--- config.mk ---
export PLATFORM = sky130hd
export DESIGN_NAME = axi_write_resp_gen
export DESIGN_NICKNAME = d
export VERILOG_FILES = /design/src/rtl/axi_wresp_pkg.sv /design/src/rtl/axi_wresp_fifo.sv /design/src/rtl/axi_write_resp_gen.sv
export SDC_FILE = /design/constraint.sdc
export NUM_CORES = 1
export LEC_CHECK = 0
export CORE_ASPECT_RATIO = 0.5
export CORE_MARGIN = 2
export CORE_UTILIZATION = 56
export DETAILED_ROUTE_END_ITERATION = 8
export PLACE_DENSITY = 0.79
export RECOVER_POWER = 25
export SYNTH_ARGS = -nofsm -noshare
export SYNTH_HDL_FRONTEND = slang
export SYNTH_SLANG_ARGS = --single-unit
--- constraint.sdc ---
create_clock -name clk -period 2.57 [get_ports clk]
set_input_delay 0.257 -clock clk [delete_from_list [all_inputs] [get_ports clk]]
set_output_delay 0.257 -clock clk [all_outputs]
set_load 0.02 [all_outputs]
--- src/rtl/axi_wresp_pkg.sv ---
// Shared constants for the AXI write-response generator.
// B FIFO entry layout is {id, user, resp}, with resp in the two LSBs.
package axi_wresp_pkg;

    localparam logic [1:0] RESP_OKAY   = 2'b00;
    localparam logic [1:0] RESP_SLVERR = 2'b10;
    localparam logic [1:0] RESP_DECERR = 2'b11;
    localparam int         RESP_W      = 2;

    typedef enum logic {
        IDLE = 1'b0,
        DATA = 1'b1
    } state_t;

    // A decode miss outranks a beat-count mismatch.
    function automatic logic [1:0] resp_code(input logic decerr, input logic mismatch);
        if (decerr)
            return RESP_DECERR;
        else if (mismatch)
            return RESP_SLVERR;
        else
            return RESP_OKAY;
    endfunction

endpackage

--- src/rtl/axi_wresp_fifo.sv ---
// Synchronous FIFO holding pending B entries; pointers carry one extra wrap bit.
// The head reads as zero while empty so the B outputs idle at 0.
module axi_wresp_fifo
    import axi_wresp_pkg::*;
#(
    parameter int WIDTH = 24,
    parameter int DEPTH = 4
) (
    input  logic             clk,
    input  logic             rst,
    input  logic             push_i,
    input  logic [WIDTH-1:0] din_i,
    input  logic             pop_i,
    output logic [WIDTH-1:0] dout_o,
    output logic             full_o,
    output logic             empty_o
);

    localparam int AW = $clog2(DEPTH);

    logic [AW:0]      r_wr_ptr;
    logic [AW:0]      r_rd_ptr;
    logic [WIDTH-1:0] r_mem [DEPTH];
    logic             w_push;
    logic             w_pop;

    assign empty_o = (r_wr_ptr == r_rd_ptr);
    assign full_o  = (r_wr_ptr[AW] != r_rd_ptr[AW]) &&
                     (r_wr_ptr[AW-1:0] == r_rd_ptr[AW-1:0]);
    assign w_push  = push_i && !full_o;
    assign w_pop   = pop_i && !empty_o;
    assign dout_o  = empty_o ? '0 : r_mem[r_rd_ptr[AW-1:0]];

    always_ff @(posedge clk) begin
        if (rst) begin
            r_wr_ptr <= '0;
            r_rd_ptr <= '0;
        end else begin
            if (w_push)
                r_wr_ptr <= r_wr_ptr + (AW+1)'(1);
            if (w_pop)
                r_rd_ptr <= r_rd_ptr + (AW+1)'(1);
        end
    end

    always_ff @(posedge clk) begin
        if (w_push)
            r_mem[r_wr_ptr[AW-1:0]] <= din_i;
    end

endmodule

--- src/rtl/axi_write_resp_gen.sv ---
// Target-side AXI B-channel generator: one AW at a time, counts W beats, queues responses.
// Define AXI_WRESP_ERR_CNT_EN to add the saturating error-response counter err_cnt_o.
// Handshakes: a transfer occurs on a rising clk edge where valid and ready are both 1;
// valid, once raised, is held with stable payload until that edge.
module axi_write_resp_gen
    import axi_wresp_pkg::*;
#(
    parameter int AXI_ID_W   = 16,
    parameter int AXI_USER_W = 6,
    parameter int FIFO_DEPTH = 4,
    parameter int LEN_W      = 8
) (
    input  logic                  clk,
    input  logic                  rst,
    input  logic [AXI_ID_W-1:0]   awid_i,
    input  logic [AXI_USER_W-1:0] awuser_i,
    input  logic [LEN_W-1:0]      awlen_i,
    input  logic                  aw_decerr_i,
    input  logic                  awvalid_i,
    output logic                  awready_o,
    input  logic                  wvalid_i,
    input  logic                  wlast_i,
    output logic                  wready_o,
    output logic [AXI_ID_W-1:0]   bid_o,
    output logic [1:0]            bresp_o,
    output logic [AXI_USER_W-1:0] buser_o,
    output logic                  bvalid_o,
    input  logic                  bready_i,
    output logic                  outstanding_o,
    output logic                  full_o
`ifdef AXI_WRESP_ERR_CNT_EN
    ,
    output logic [15:0]           err_cnt_o
`endif
);

    localparam int ENTRY_W = AXI_ID_W + AXI_USER_W + RESP_W;

    state_t                r_state;
    logic                  r_run;
    logic                  r_wready;
    logic [AXI_ID_W-1:0]   r_id;
    logic [AXI_USER_W-1:0] r_user;
    logic [LEN_W-1:0]      r_len;
    logic [LEN_W-1:0]      r_cnt;
    logic                  r_decerr;
    logic                  r_mis;

    logic                  w_aw_hs;
    logic                  w_w_hs;
    logic                  w_close;
    logic                  w_b_hs;
    logic                  w_early;
    logic                  w_late;
    logic                  w_empty;
    logic [1:0]            w_resp;
    logic [ENTRY_W-1:0]    w_din;
    logic [ENTRY_W-1:0]    w_dout;

    // r_run keeps awready low while reset is held.
    assign awready_o     = r_run && (r_state == IDLE) && !full_o;
    assign wready_o      = r_wready;
    assign w_aw_hs       = awvalid_i && awready_o;
    assign w_w_hs        = wvalid_i && r_wready;
    assign w_close       = w_w_hs && wlast_i;
    assign w_b_hs        = bvalid_o && bready_i;
    assign w_early       = wlast_i && (r_cnt < r_len);
    assign w_late        = !wlast_i && (r_cnt == r_len);
    assign w_resp        = resp_code(r_decerr, r_mis || w_early);
    assign w_din         = {r_id, r_user, w_resp};
    assign bvalid_o      = !w_empty;
    assign outstanding_o = (r_state == DATA) || !w_empty;
    assign {bid_o, buser_o, bresp_o} = w_dout;

    always_ff @(posedge clk) begin
        if (rst) begin
            r_state  <= IDLE;
            r_run    <= 1'b0;
            r_wready <= 1'b0;
            r_id     <= '0;
            r_user   <= '0;
            r_len    <= '0;
            r_cnt    <= '0;
            r_decerr <= 1'b0;
            r_mis    <= 1'b0;
        end else begin
            r_run <= 1'b1;
            case (r_state)
                IDLE: begin
                    if (w_aw_hs) begin
                        r_id     <= awid_i;
                        r_user   <= awuser_i;
                        r_len    <= awlen_i;
                        r_decerr <= aw_decerr_i;
                        r_cnt    <= '0;
                        r_mis    <= 1'b0;
                        r_wready <= 1'b1;
                        r_state  <= DATA;
                    end
                end
                DATA: begin
                    if (w_w_hs) begin
                        if (r_cnt != '1)
                            r_cnt <= r_cnt + LEN_W'(1);
                        if (w_early || w_late)
                            r_mis <= 1'b1;
                        if (wlast_i) begin
                            r_wready <= 1'b0;
                            r_state  <= IDLE;
                        end
                    end
                end
                default: r_state <= IDLE;
            endcase
        end
    end

    axi_wresp_fifo #(
        .WIDTH (ENTRY_W),
        .DEPTH (FIFO_DEPTH)
    ) u_fifo (
        .clk     (clk),
        .rst     (rst),
        .push_i  (w_close),
        .din_i   (w_din),
        .pop_i   (w_b_hs),
        .dout_o  (w_dout),
        .full_o  (full_o),
        .empty_o (w_empty)
    );

`ifdef AXI_WRESP_ERR_CNT_EN
    logic [15:0] r_err_cnt;

    always_ff @(posedge clk) begin
        if (rst)
            r_err_cnt <= '0;
        else if (w_b_hs && (bresp_o != RESP_OKAY) && (r_err_cnt != 16'hFFFF))
            r_err_cnt <= r_err_cnt + 16'd1;
    end

    assign err_cnt_o = r_err_cnt;
`endif

endmodule
# Word-level counts from Yosys, hierarchy flattened

Memory sizes are Yosys's and may differ from the RTL's. A register that Yosys moved wholly into a read port is not among the register bits.
Cells that the tools add are included.

Output and inout port bits: 29
Word-level logic and storage cells: 72
Register bits after elaboration: 49
Memories kept: 1
Bits of input ports: 37
RAM bits: 96

Add/subtract/negate cells: 3
Bitwise operators: 1
Multiplexer cells: 24
Magnitude comparators: 1
Eq/ne operators: 10
Reductions and logical operators: 21

Memory list:

| memory       | words | width | read ports | clocked after memory_dff | write ports | RTL line             | text |
|---|---|---|---|---|---|---|---|
| u_fifo.r_mem | 4     | 24    | 1          | 1                        | 1           | axi_wresp_fifo.sv:23 | `logic [WIDTH-1:0] r_mem [DEPTH];` |

Operators by type and width:

| cell                | count |
|---|---|
| $mux 24             | 1 |
| $mux 8              | 3 |
| $pmux 8 s2          | 1 |
| $mux 1              | 12 |
| $logic_and 1x1->1   | 11 |
| $reduce_and 3->1    | 3 |
| $add 8x1->8 const B | 1 |
| $eq 8x8->1          | 1 |
| $lt 8x8->1          | 1 |
| $mux 2              | 4 |
| $ne 8x8->1 const B  | 1 |
| $add 3x1->3 const B | 2 |
| $ne 2x1->1 const B  | 3 |
| $pmux 1 s2          | 3 |
| $ne 2x2->1 const B  | 2 |
| $eq 3x3->1          | 1 |
| $logic_not 1->1     | 3 |
| $logic_or 1x1->1    | 3 |
| $eq 2x2->1          | 1 |
| $reduce_and 2->1    | 1 |
| $ne 1x1->1          | 1 |
| $not 1->1           | 1 |

# Longest topological paths before layout

Depth after elaboration: 7
Depth in mapped cells: 6

# By module

A second synthesis with hierarchy kept.

Cells, all modules: 457
Area total of the unflattened synthesis: 6,100.9 µm²

By module, submodules not included:

| module             | cells each | instances | area each (µm²) |
|---|---|---|---|
| axi_wresp_fifo     | 221        | 1         | 4,220.3 |
| axi_write_resp_gen | 236        | 1         | 1,880.6 |

# Least setup slack after synthesis

No wires, ideal clock.

Kind: register to register
Start: register r_wready, in the netlist wready_o
End: memory u_fifo.r_mem[3][0] (enable)
Path buffers: 0
Cell stages (with the launch flop): 4
Arrival: 1.617 ns
Setup time: 0.383 ns
Path slack: 0.571 ns
Cell sequence: dfxtp_1 > nand3_1 > a31oi_2 > and2_1

Longest elaborated chain between the ends: 5

Ends and longest elaborated chain:

| what                         | RTL line                  | text |
|---|---|---|
| from (decl)                  | axi_write_resp_gen.sv:41  | `logic r_wready;` |
| from (signal assigned)       | axi_write_resp_gen.sv:79  | `r_wready <= 1'b0;` |
| from (signal assigned)       | axi_write_resp_gen.sv:97  | `r_wready <= 1'b1;` |
| from (signal assigned)       | axi_write_resp_gen.sv:108 | `r_wready <= 1'b0;` |
| $logic_and 1x1->1            | axi_write_resp_gen.sv:64  | `assign w_w_hs = wvalid_i && r_wready;` |
| $logic_and 1x1->1            | axi_write_resp_gen.sv:65  | `assign w_close = w_w_hs && wlast_i;` |
| $logic_and 1x1->1            | axi_wresp_fifo.sv:30      | `assign w_push = push_i && !full_o;` |
| $mux 1                       | axi_wresp_fifo.sv:47      | `if (w_push)` |
| $mux 1 (implied by the code) | axi_wresp_fifo.sv:48      | `r_mem[r_wr_ptr[AW-1:0]] <= din_i;` |
| to (decl)                    | axi_wresp_fifo.sv:23      |  |

Every way passes these cells.

==> summary.md <==
| Metric | Value |
|---|---|
| Rel. slew slack | 0.641 |
| Fin crit share | 0.968 |
| CP required | 2310 ps |
| Dpl hpwl | 6.46 mm |
| TritonCTS clock tree | yes |
| Via count | 3461 |
| Crit Path Class | flop to output port |
| Top-Level Pins | 66 |
| Nets | 524 |
| Flops & latches, synth | 147 |
| CTS Buf Count | 17 |
| Worst hold path stage count | 2 |
| Synthesized instance count | 393 |
| Max Slew Vio Count | 0 |
| CTS sink cnt | 147 |
| Critical path launch point type | flop |
| Yosys warning total | 0 |
| Main synth FF type | edfxtp_1 |
| Run status | completed |
| Crit-path max FO | 10 |
| Clk root buf | clkbuf_16 |
| Ranking of synthesized cells by area | edfxtp_1 48%, dfxtp_1 17%, mux4_2 9.1% |
| Initial DRC count | 238 |
| Crit path DAT | 2230 ps |
| Chip Height | 76.9 um |
| Initial Util | 0.579 |
| Hold endpoint | r_run$_DFF_P_ |
| Post-synth top cells | 96 x edfxtp_1, 51 x dfxtp_1, 45 x nor2_1 |
| Core region area | 0.0103 mm^2 |
| Rows | 26 |
| Unrepaired setup endpoints after global routing | no |
| Total track usage | 0.215 |
| FF-to-FF End | u_fifo.r_mem[1][21]$_DFFE_PP_ |
| M2 GR Usage | 0.353 |
| Reg2Reg Launch Point | u_fifo.r_rd_ptr[2]$_SDFFE_PP0P_ |
| First-pass GRT wire length | 18.3 mm |
| Skew-Pair Late Insertion Delay | 420 ps |
| Period minus WS final | 2490 ps |
| Met3 Track Usage GR | 0.0649 |
| Global route hottest layer | met2 |
| Syn_nets | 444 |
| Fmax | 402 MHz |
| Layout Skew | 8.00 ps |
| Leak Pwr | 2.65 nW |
| Initial antenna violation count | 0 |
| Overflow after GRT | 0 |
| Number of global-route vias before repair | 3475 |
| Die area | 0.0115 mm^2 |
| Max-cap violations | 0 |
| Post-synth top area cell | edfxtp_1 |
| Synth Cell Area | 0.00595 mm^2 |
| Count of cell types in the netlist | 42 |
| Drt wl/cell | 18.3 um |
| Synthesis-to-layout area growth | 26.2% |
| Share of layout cells above drive strength 1 | 0.171 |
| Total Wirelength | 11.4 mm |
| Buffers on Ports | 65 |
| Sequential area share after synthesis | 0.656 |
| Number of flops mapped to enable cells by yosys | 96 |
| DRT Pass-1 Iters | 4 |
| Largest net degree at the start of global routing | 44 |
| Reg2Reg Depth | 4 |
| Total power per unit cell area | 744 mW/mm^2 |
| Clock Path Buffers | 2 |
| Total negative slack | 0 ps |
| Met1 Usage GRT | 0.278 |
| # DRC | 0 |
| H-tree levels | 4 |
| Worst Max-Slew Pin Slew | 539 ps |
| Peak supply drop | 0.000466 V |
| Pwr Total | 0.00558 W |
| Hold wc startpoint | rst |
| Most frequent cell after synthesis | edfxtp_1 |
| Final antenna-violating net count | 0 |
| Yosys top cell area share | 0.485 |
| # diodes | 0 |
| Mean Syn Cell Area | 15.1 um^2 |
| CP Capture Type | output port |
| Hold Vio Cnt, Final | 0 |
| FF-to-FF setup slack | 790 ps |
| Fill count | 645 |
| Die Wd | 150 um |
| Vias per cell | 5.53 |
| Min-Delay Path Class | input pin to flop |
| Clk slew on worst S/H paths | 60 ps |
| Ys async rst share | 0 |
| Final setup fails | 0 |
| Final Wtd Congestion | 0.772 |
[per-layer routing]
metal | vias up | share of wire
met5 | - | 0
met4 | 0 | 0.011
met3 | 14 | 0.061
met2 | 107 | 0.50
met1 | 1712 | 0.43
li1 | 1628 | -
[stage by stage]
stage | setup slack (ps) | util | cells | area, um^2 | hold WS (ps)
3_3_place_gp | 363 | 0.663 | 592 | 6820 | 437
2_1_floorplan | 571 | - | 393 | 5950 | 404
4_1_cts | 0.301 | 0.728 | 626 | 7490 | 77.4
6_report | 83.1 | 0.730 | 626 | 7510 | 85.0
3_5_place_dp | 324 | 0.663 | 592 | 6820 | 451
5_1_grt | 13.5 | 0.730 | 626 | 7510 | 85.8
[cells by family (layout without fill, tap and decap cells)]
family,Yosys count,in the layout,synth area share
AOI/OAI and AO/OA,26,26,0.0301
xor gates and xnor gates,11,11,0.0162
adders and majority gates,14,14,0.0294
buffers and inverters,29,122,0.0284
DFF,147,147,0.656
muxes,57,57,0.146
and+or+nand+nor,109,109,0.0932
[cells in the final DEF, fill, tap and decap left out, types with 4 or more instances in the layout]
cell type	n
edfxtp_1	96
clkdlybuf4s50_1	61
dfxtp_1	46
nor2_1	45
mux2i_1	33
and2_1	29
mux4_2	24
clkbuf_16	17
ha_1	14
inv_1	12
nand3_1	9
a21oi_1	8
xor2_1	7
nand2_1	6
buf_12	6
buf_4	6
inv_6	4
bufinv_16	4
dfxtp_2	4
[layout make-up]
type	instances	area, um^2	area share
multi-input cells	217	1920	0.255
repair buffers	78	818	0.109
well taps	140	175	0.0233
clock buffers	18	439	0.0585
inverters	12	45.0	0.00600
flip-flops and latches	147	3910	0.521
clock inverters	14	199	0.0265
[sequential cells by signal, indices dropped and copies added, names as in the netlist, named ones only]
signal and flops:
u_fifo.r_mem 96, u_fifo.r_wr_ptr 3, r_cnt 8, r_decerr 1, r_user 6, wready_o 1
r_len 8, u_fifo.r_rd_ptr 3, r_id 16, r_mis 1, r_state 1, r_run 1
[worst max-delay path: stages (launching register included)]
cell,delay [ps]
dfxtp_4,420
buf_12,170
mux4_2,490
and2_1,180
clkdlybuf4s50_1,540
[worst max path at each step]
stage	end	slack, ps	cells past startpoint	start
after floorplan	u_fifo.r_mem[3][0]$_DFFE_PP_	570	3	wready_o$_SDFFE_PP0P_
after global placement	buser_o[0]	360	4	flop
after detailed placement	bresp_o[1]	320	4	flop
after CTS	bid_o[15]	0.3	5	u_fifo.r_wr_ptr[0]$_SDFFE_PP0P_
after global routing	bid_o[15]	10	4	flop
final	bid_o[15]	80	4	flop
[where the power goes]
part           total, W  internal [W]  switching [W]
Sequential      0.00259       0.00255      0.0000385
Combinational  0.000344      0.000182       0.000162
Clock           0.00265       0.00166       0.000988
Total           0.00558       0.00440        0.00119
[repair_timing]
action,in CTS,in global routing
resized for setup,7,5
endpoints found under the hold margin,0,0
endpoints found under the setup margin,24,21
buffers inserted,2,0
hold buffers,0,0
(Power assumes the default switching activity.)
